## config.mk

```make
export PLATFORM = sky130hd
export DESIGN_NAME = pipe_stage_reg_flat
export DESIGN_NICKNAME = d
export VERILOG_FILES = /design/src/rtl/pipe_pkg.sv /design/src/rtl/pipe_stage_reg_if.sv /design/src/rtl/pipe_slot.sv /design/src/rtl/pipe_stage_reg.sv /design/src/flat_wrapper.sv
export SDC_FILE = /design/constraint.sdc
export NUM_CORES = 1
export LEC_CHECK = 0
export CAP_MARGIN = 20
export CORE_MARGIN = 1
export CORE_UTILIZATION = 53
export DETAILED_ROUTE_END_ITERATION = 7
export PLACE_DENSITY = 0.86
export SYNTH_ARGS = -nofsm -noshare
export SYNTH_HDL_FRONTEND = slang
export SYNTH_SLANG_ARGS = --single-unit
```

## constraint.sdc

```tcl
create_clock -name CLK -period 3.6 [get_ports CLK]
set_input_delay 0.36 -clock CLK [delete_from_list [all_inputs] [get_ports CLK]]
set_output_delay 0.36 -clock CLK [all_outputs]
set_load 0.01 [all_outputs]
```

## src/rtl/pipe_pkg.sv

```systemverilog
// Shared widths, field offsets and bubble constants for the pipeline boundary registers.
// ID/EX is the first stage that uses them; later stages supply their own widths.
package pipe_pkg;

  localparam int ID_EX_CTRL_W = 11;
  localparam int ID_EX_DATA_W = 143;

  // ID/EX control bundle, MSB first: RegWrite .. RegDst, then ALUControl[3:0]
  localparam int CTRL_REGWRITE_BIT     = 10;
  localparam int CTRL_MEMTOREG_BIT     = 9;
  localparam int CTRL_MEMWRITE_BIT     = 8;
  localparam int CTRL_BRANCH_BIT       = 7;
  localparam int CTRL_ALUSRC_BIT       = 6;
  localparam int CTRL_ALUSRC_SHAMT_BIT = 5;
  localparam int CTRL_REGDST_BIT       = 4;
  localparam int CTRL_ALUCONTROL_MSB   = 3;
  localparam int CTRL_ALUCONTROL_LSB   = 0;

  localparam int DATA_RD1_MSB     = 142;
  localparam int DATA_RD1_LSB     = 111;
  localparam int DATA_RD2_MSB     = 110;
  localparam int DATA_RD2_LSB     = 79;
  localparam int DATA_SIGNIMM_MSB = 78;
  localparam int DATA_SIGNIMM_LSB = 47;
  localparam int DATA_PCPLUS4_MSB = 46;
  localparam int DATA_PCPLUS4_LSB = 15;
  localparam int DATA_RT_MSB      = 14;
  localparam int DATA_RT_LSB      = 10;
  localparam int DATA_RD_MSB      = 9;
  localparam int DATA_RD_LSB      = 5;
  localparam int DATA_SHAMT_MSB   = 4;
  localparam int DATA_SHAMT_LSB   = 0;

  localparam logic [ID_EX_CTRL_W-1:0] ID_EX_CTRL_BUBBLE = '0;
  localparam logic [ID_EX_DATA_W-1:0] ID_EX_DATA_BUBBLE = '0;

endpackage

```

## src/rtl/pipe_stage_reg_if.sv

```systemverilog
// Upstream/downstream bundle of a pipeline boundary register.
// valid/ready: a transfer happens on a rising edge where both valid and ready are 1;
// valid must not depend on ready, and the payload is only meaningful while valid is 1.
interface pipe_stage_reg_if
  import pipe_pkg::*;
#(
  parameter int CTRL_W = ID_EX_CTRL_W,
  parameter int DATA_W = ID_EX_DATA_W
);

  logic              flush;
  logic              in_valid;
  logic              in_ready;
  logic [CTRL_W-1:0] in_ctrl;
  logic [DATA_W-1:0] in_data;
  logic              out_valid;
  logic              out_ready;
  logic [CTRL_W-1:0] out_ctrl;
  logic [DATA_W-1:0] out_data;
  logic [1:0]        occupancy;

  // Pipeline control side: feeds entries in and applies stall/flush
  modport master (
    output flush, in_valid, in_ctrl, in_data, out_ready,
    input  in_ready, out_valid, out_ctrl, out_data, occupancy
  );

  // The stage register itself
  modport slave (
    input  flush, in_valid, in_ctrl, in_data, out_ready,
    output in_ready, out_valid, out_ctrl, out_data, occupancy
  );

endinterface

```

## src/rtl/pipe_slot.sv

```systemverilog
// One v/ctrl/data storage slot. Reset zeroes everything; clear makes a bubble
// (v and ctrl zero) while the data bits hold; load captures a valid entry.
module pipe_slot
  import pipe_pkg::*;
#(
  parameter int CTRL_W = ID_EX_CTRL_W,
  parameter int DATA_W = ID_EX_DATA_W
) (
  input  logic              clk_i,
  input  logic              rst_i,
  input  logic              load_i,
  input  logic              clear_i,
  input  logic [CTRL_W-1:0] d_ctrl_i,
  input  logic [DATA_W-1:0] d_data_i,
  output logic              v_o,
  output logic [CTRL_W-1:0] ctrl_o,
  output logic [DATA_W-1:0] data_o
);

  logic              v_q,    v_d;
  logic [CTRL_W-1:0] ctrl_q, ctrl_d;
  logic [DATA_W-1:0] data_q, data_d;

  always_comb begin
    v_d    = v_q;
    ctrl_d = ctrl_q;
    data_d = data_q;
    if (clear_i) begin
      v_d    = 1'b0;
      ctrl_d = '0;
    end else if (load_i) begin
      v_d    = 1'b1;
      ctrl_d = d_ctrl_i;
      data_d = d_data_i;
    end
  end

  always_ff @(posedge clk_i) begin
    if (rst_i) begin
      v_q    <= 1'b0;
      ctrl_q <= '0;
      data_q <= '0;
    end else begin
      v_q    <= v_d;
      ctrl_q <= ctrl_d;
      data_q <= data_d;
    end
  end

  assign v_o    = v_q;
  assign ctrl_o = ctrl_q;
  assign data_o = data_q;

endmodule

```

## src/rtl/pipe_stage_reg.sv

```systemverilog
// Pipeline boundary register: main slot M drives the outputs, optional skid slot S
// absorbs one entry under stall so in_ready can come straight from a flop.
module pipe_stage_reg
  import pipe_pkg::*;
#(
  parameter int CTRL_W = ID_EX_CTRL_W,
  parameter int DATA_W = ID_EX_DATA_W,
  parameter bit SKID   = 1'b1
) (
  input  logic           CLK,
  input  logic           RST,
  pipe_stage_reg_if.slave bus
);

  logic              m_v;
  logic [CTRL_W-1:0] m_ctrl;
  logic [DATA_W-1:0] m_data;
  logic              s_v;
  logic [CTRL_W-1:0] s_ctrl;
  logic [DATA_W-1:0] s_data;

  logic              in_ready_w;
  logic              in_fire;
  logic              m_upd;
  logic              m_load;
  logic              m_clear;
  logic              m_v_d;
  logic              s_v_d;
  logic [CTRL_W-1:0] m_d_ctrl;
  logic [DATA_W-1:0] m_d_data;
  logic [1:0]        occ_q, occ_d;

  assign in_fire = bus.in_valid & in_ready_w;
  assign m_upd   = !m_v | bus.out_ready;

  // M refills from S before it ever looks at the input, which keeps FIFO order
  always_comb begin
    m_load  = 1'b0;
    m_clear = 1'b0;
    if (bus.flush) begin
      m_clear = 1'b1;
    end else if (m_upd) begin
      if (s_v || in_fire) m_load  = 1'b1;
      else                m_clear = 1'b1;
    end
  end

  assign m_d_ctrl = s_v ? s_ctrl : bus.in_ctrl;
  assign m_d_data = s_v ? s_data : bus.in_data;
  assign m_v_d    = m_load | (m_v & !m_clear);

  pipe_slot #(.CTRL_W(CTRL_W), .DATA_W(DATA_W)) u_m_slot (
    .clk_i    (CLK),
    .rst_i    (RST),
    .load_i   (m_load),
    .clear_i  (m_clear),
    .d_ctrl_i (m_d_ctrl),
    .d_data_i (m_d_data),
    .v_o      (m_v),
    .ctrl_o   (m_ctrl),
    .data_o   (m_data)
  );

  generate
    if (SKID) begin : g_skid
      logic s_load;
      logic s_clear;

      always_comb begin
        s_load  = 1'b0;
        s_clear = 1'b0;
        if (bus.flush) begin
          s_clear = 1'b1;
        end else if (m_upd && s_v) begin
          s_clear = 1'b1;
        end else if (!m_upd && in_fire) begin
          s_load = 1'b1;
        end
      end

      assign s_v_d      = s_load | (s_v & !s_clear);
      // S full is the only thing that blocks input, so ready is a flop output
      assign in_ready_w = !s_v;

      pipe_slot #(.CTRL_W(CTRL_W), .DATA_W(DATA_W)) u_s_slot (
        .clk_i    (CLK),
        .rst_i    (RST),
        .load_i   (s_load),
        .clear_i  (s_clear),
        .d_ctrl_i (bus.in_ctrl),
        .d_data_i (bus.in_data),
        .v_o      (s_v),
        .ctrl_o   (s_ctrl),
        .data_o   (s_data)
      );
    end else begin : g_noskid
      assign s_v        = 1'b0;
      assign s_ctrl     = '0;
      assign s_data     = '0;
      assign s_v_d      = 1'b0;
      assign in_ready_w = !m_v | bus.out_ready;
    end
  endgenerate

  assign occ_d = {1'b0, m_v_d} + {1'b0, s_v_d};

  always_ff @(posedge CLK) begin
    if (RST) occ_q <= 2'd0;
    else     occ_q <= occ_d;
  end

  assign bus.in_ready  = in_ready_w;
  assign bus.out_valid = m_v;
  assign bus.out_ctrl  = m_ctrl;
  assign bus.out_data  = m_data;
  assign bus.occupancy = occ_q;

endmodule

```

## src/flat_wrapper.sv

```systemverilog
// flat-port wrapper written by rule: the top's interface ports become plain ports
module pipe_stage_reg_flat import pipe_pkg::*;
#(
  parameter int CTRL_W = ID_EX_CTRL_W,
  parameter int DATA_W = ID_EX_DATA_W,
  parameter bit SKID   = 1'b1
)
  (CLK, RST, bus_flush, bus_in_valid, bus_in_ctrl, bus_in_data, bus_out_ready, bus_in_ready, bus_out_valid, bus_out_ctrl, bus_out_data, bus_occupancy);
  pipe_stage_reg_if #(.CTRL_W(CTRL_W), .DATA_W(DATA_W)) bus_i ();
  input  logic CLK;
  input  logic RST;
  input wire logic [$bits(bus_i.flush)-1:0] bus_flush;
  input wire logic [$bits(bus_i.in_valid)-1:0] bus_in_valid;
  input wire logic [$bits(bus_i.in_ctrl)-1:0] bus_in_ctrl;
  input wire logic [$bits(bus_i.in_data)-1:0] bus_in_data;
  input wire logic [$bits(bus_i.out_ready)-1:0] bus_out_ready;
  output wire logic [$bits(bus_i.in_ready)-1:0] bus_in_ready;
  output wire logic [$bits(bus_i.out_valid)-1:0] bus_out_valid;
  output wire logic [$bits(bus_i.out_ctrl)-1:0] bus_out_ctrl;
  output wire logic [$bits(bus_i.out_data)-1:0] bus_out_data;
  output wire logic [$bits(bus_i.occupancy)-1:0] bus_occupancy;
  assign bus_i.flush = bus_flush;
  assign bus_i.in_valid = bus_in_valid;
  assign bus_i.in_ctrl = bus_in_ctrl;
  assign bus_i.in_data = bus_in_data;
  assign bus_i.out_ready = bus_out_ready;
  assign bus_in_ready = bus_i.in_ready;
  assign bus_out_valid = bus_i.out_valid;
  assign bus_out_ctrl = bus_i.out_ctrl;
  assign bus_out_data = bus_i.out_data;
  assign bus_occupancy = bus_i.occupancy;
  pipe_stage_reg #(.CTRL_W(CTRL_W), .DATA_W(DATA_W), .SKID(SKID)) u_core (.CLK(CLK), .RST(RST), .bus(bus_i));
endmodule
```

==> metrics.cfg <==
[outcome]
status=completed

[place]
dp_hpwl_um=23700
pre_cts_ws_ns=1.07
portBuffers=316
placed_area_um2=16000
dp_cells=1915
gp_congestion=0.814

[worst_setup_path]
criticalPathCategory=flop to flop
required_ns=3.99
crit_cells=4
critPathMaxFanout=37
crit_buf_inv=2
critical_path.max_stage_delay_ns=0.75
crit_slowest_cell=dfxtp_4
cp_cell_sequence=buf_4 > buf_4 > mux2i_1 > a211oi_1
path_common_cell=buf_4
worst-r2r-cell-count=4
cp-start-kind=flop
end_kind=flop
path_delay_family=buffers and inverters
worst-endpoint-arrival_ns=2.96

[sta]
slew_headroom_pct=25.3
finClkSkew_ns=0.00893
fmax_mhz=388
rsz0062_at_grt=false
fin_ws_ns=1.02
drv_slew=0
fin_crit_ns=2.58
tightest_slew_ns=1.12
period_share_pct=71.6
tns_ns=0
setup_viol_count_final=0
hold_viol=0

[global_route]
met2_usage_pct=48.2
grt_use_met1_pct=36.5
first_global_vias=11531
grt_pass1_wl_um=59700
grt.total_usage_pct=29.6
antenna_found_initial=3
top_usage_layer=met2
grt_overflow=0
grt_max_degree=133
grt.met3_usage_pct=6.10

[layout]
nNetsFinal=1788
final_cell_mix=clkdlybuf4s50_1 (314), dfxtp_1 (311), a21oi_1 (309)
final_cell_area_um2=17100
syn_to_final_growth_pct=32.5
layout-drive-gt1-share_pct=4.97
fillers=1759
layout_commonest_cell=clkdlybuf4s50_1
finalNonFillerCells=1971

[die]
ios=317
start_util_pct=54.5
die_w_um=158
num_rows=56
coreArea_um2=23700
die_y_um=158
die_area_um2=25000

[power_and_ir_drop]
p_seq_share_pct=45.5
ir_drop_mv=0.339
p_clk_share_pct=42.2
internal_power_uw=6150
pwr-share-comb_pct=12.3
switching_share_pct=23.5
leakage_uw=0.00536
powerDensity_nw_per_um2=470
switchingPower_uw=1890

[clock_tree]
ctsHtreeMaxLevel=1
clkLatencyLatePin_ns=0.54
holdBufCountCts=0
postCtsSetupBuffers=0
numClockSinks=312
cts_root_buf=clkbuf_16
clk_pin_slew_ns=0.06
cts_tree=built
ctsResizeCount=0
numCtsBuffers=30
max-clock-path-buffers=3

[detailed_routing]
drtPass1Iterations=5
detail-route-antenna-nets=0
drt-total-wl_um=39200
first_iter_violations=1126
vias=12280
viasPerCell=6.23
drc=0
avgRoutedWirePerCell_um=19.9

[yosys]
synth_cell_types=22
synth_area_um2=12900
synth_async_sr_flop_share_pct=0
synth_warnings=0
ys_ff_latch=312
syn_nets=1587
avgSynthCellArea_um2=9.05
syn_inst=1427
synth-edff-count=0
synth_flop_cell=dfxtp_1
yosysSeqAreaShare_pct=48.4

[hold_path]
hp-class=input port to flop
holdPathStages=3

[job]
cap_violations=0

[cell families (layout without fill, tap and decap cells)]
logic type      Yosys count  in the layout  synth area share (%)
mux                     154            154                  11.9
compound gates          622            622                  27.2
other cells               0              2                     0
fa+ha+maj                 1              1                0.0969
buf+inv                 174            397                  6.00
flops                   312            312                  48.4
simple gates            164            164                  6.42
[synth_stat cells, types with 4 or more instances]
master	number	area, um2
dfxtp_1	312	6250
a21oi_1	309	1550
a211oi_1	154	1160
mux2i_1	154	1540
nand3_1	154	771
clkbuf_1	107	402
o21ai_0	95	475
o21ai_1	60	300
buf_2	49	245
buf_6	8	90.1
buf_1	7	26.3
nor2_1	4	15.0
[sequential cells by signal (all words and copies together), names as in the netlist]
signal                         count
u_core.g_skid.u_s_slot.data_o    143
u_core.u_m_slot.data_o           143
u_core.u_m_slot.v_o                1
u_core.bus.occupancy               2
u_core.u_m_slot.ctrl_o            11
u_core.g_skid.u_s_slot.ctrl_o     11
u_core.g_skid.u_s_slot.v_o         1
[through the flow]
step	util, %	hold slack, ns	total power (uW)
floorplan	-	0.454	4160
global placement	67.6	0.459	4690
detailed placement	67.6	0.466	4710
CTS	72.2	0.249	8060
global route	72.2	0.270	8280
finish	72.2	0.275	8040
[layer usage]
| layer | share of wire (%) | up-vias |
|---|---|---|
| met1 | 39 | 5835 |
| met5 | 0.033 | - |
| met2 | 47 | 603 |
| met4 | 5.6 | 2 |
| met3 | 8.2 | 144 |
| li1 | - | 5696 |
[path summary, 6_finish.rpt]
path	startpoint	to	slack (ns)
worst max-delay path	u_core.g_skid.u_s_slot.v_o$_SDFFE_PP0P_	u_core.u_m_slot.data_o[77]$_SDFFE_PP0P_	1.02
worst min-delay path	bus_in_valid	u_core.g_skid.u_s_slot.data_o[126]$_SDFFE_PP0P_	0.27
worst max register to register	u_core.g_skid.u_s_slot.v_o$_SDFFE_PP0P_	u_core.u_m_slot.data_o[77]$_SDFFE_PP0P_	1.02
worst min register to register	u_core.g_skid.u_s_slot.data_o[43]$_SDFFE_PP0P_	u_core.g_skid.u_s_slot.data_o[43]$_SDFFE_PP0P_	0.47
[tightest hold or removal path: stages]
cell,delay (ns)
buf_4,0.23
nand3_1,0.12
a21oi_1,0.05
[power groups by stage]
stage          clock network (uW)  registers, uW  logic [uW]
2_1_floorplan                   0           3770         387
5_1_grt                      3560           3670        1050
6_report                     3390           3660         991
3_3_place_gp                    0           3730         961
3_5_place_dp                    0           3730         980
4_1_cts                      3420           3660         986
[cell type report]
class	instances	area, um2	area share [%]
Sequential cell	312	6250	36.5
Clock buffer	47	946	5.53
Inverter	3	13.8	0.0805
Tap cell	319	399	2.33
Antenna cell	2	5.00	0.0293
Clock inverter	7	135	0.790
Multi-Input combinational cell	941	5920	34.6
Timing Repair Buffer	340	3430	20.1
No activity file was read; power rests on OpenSTA's default activity.
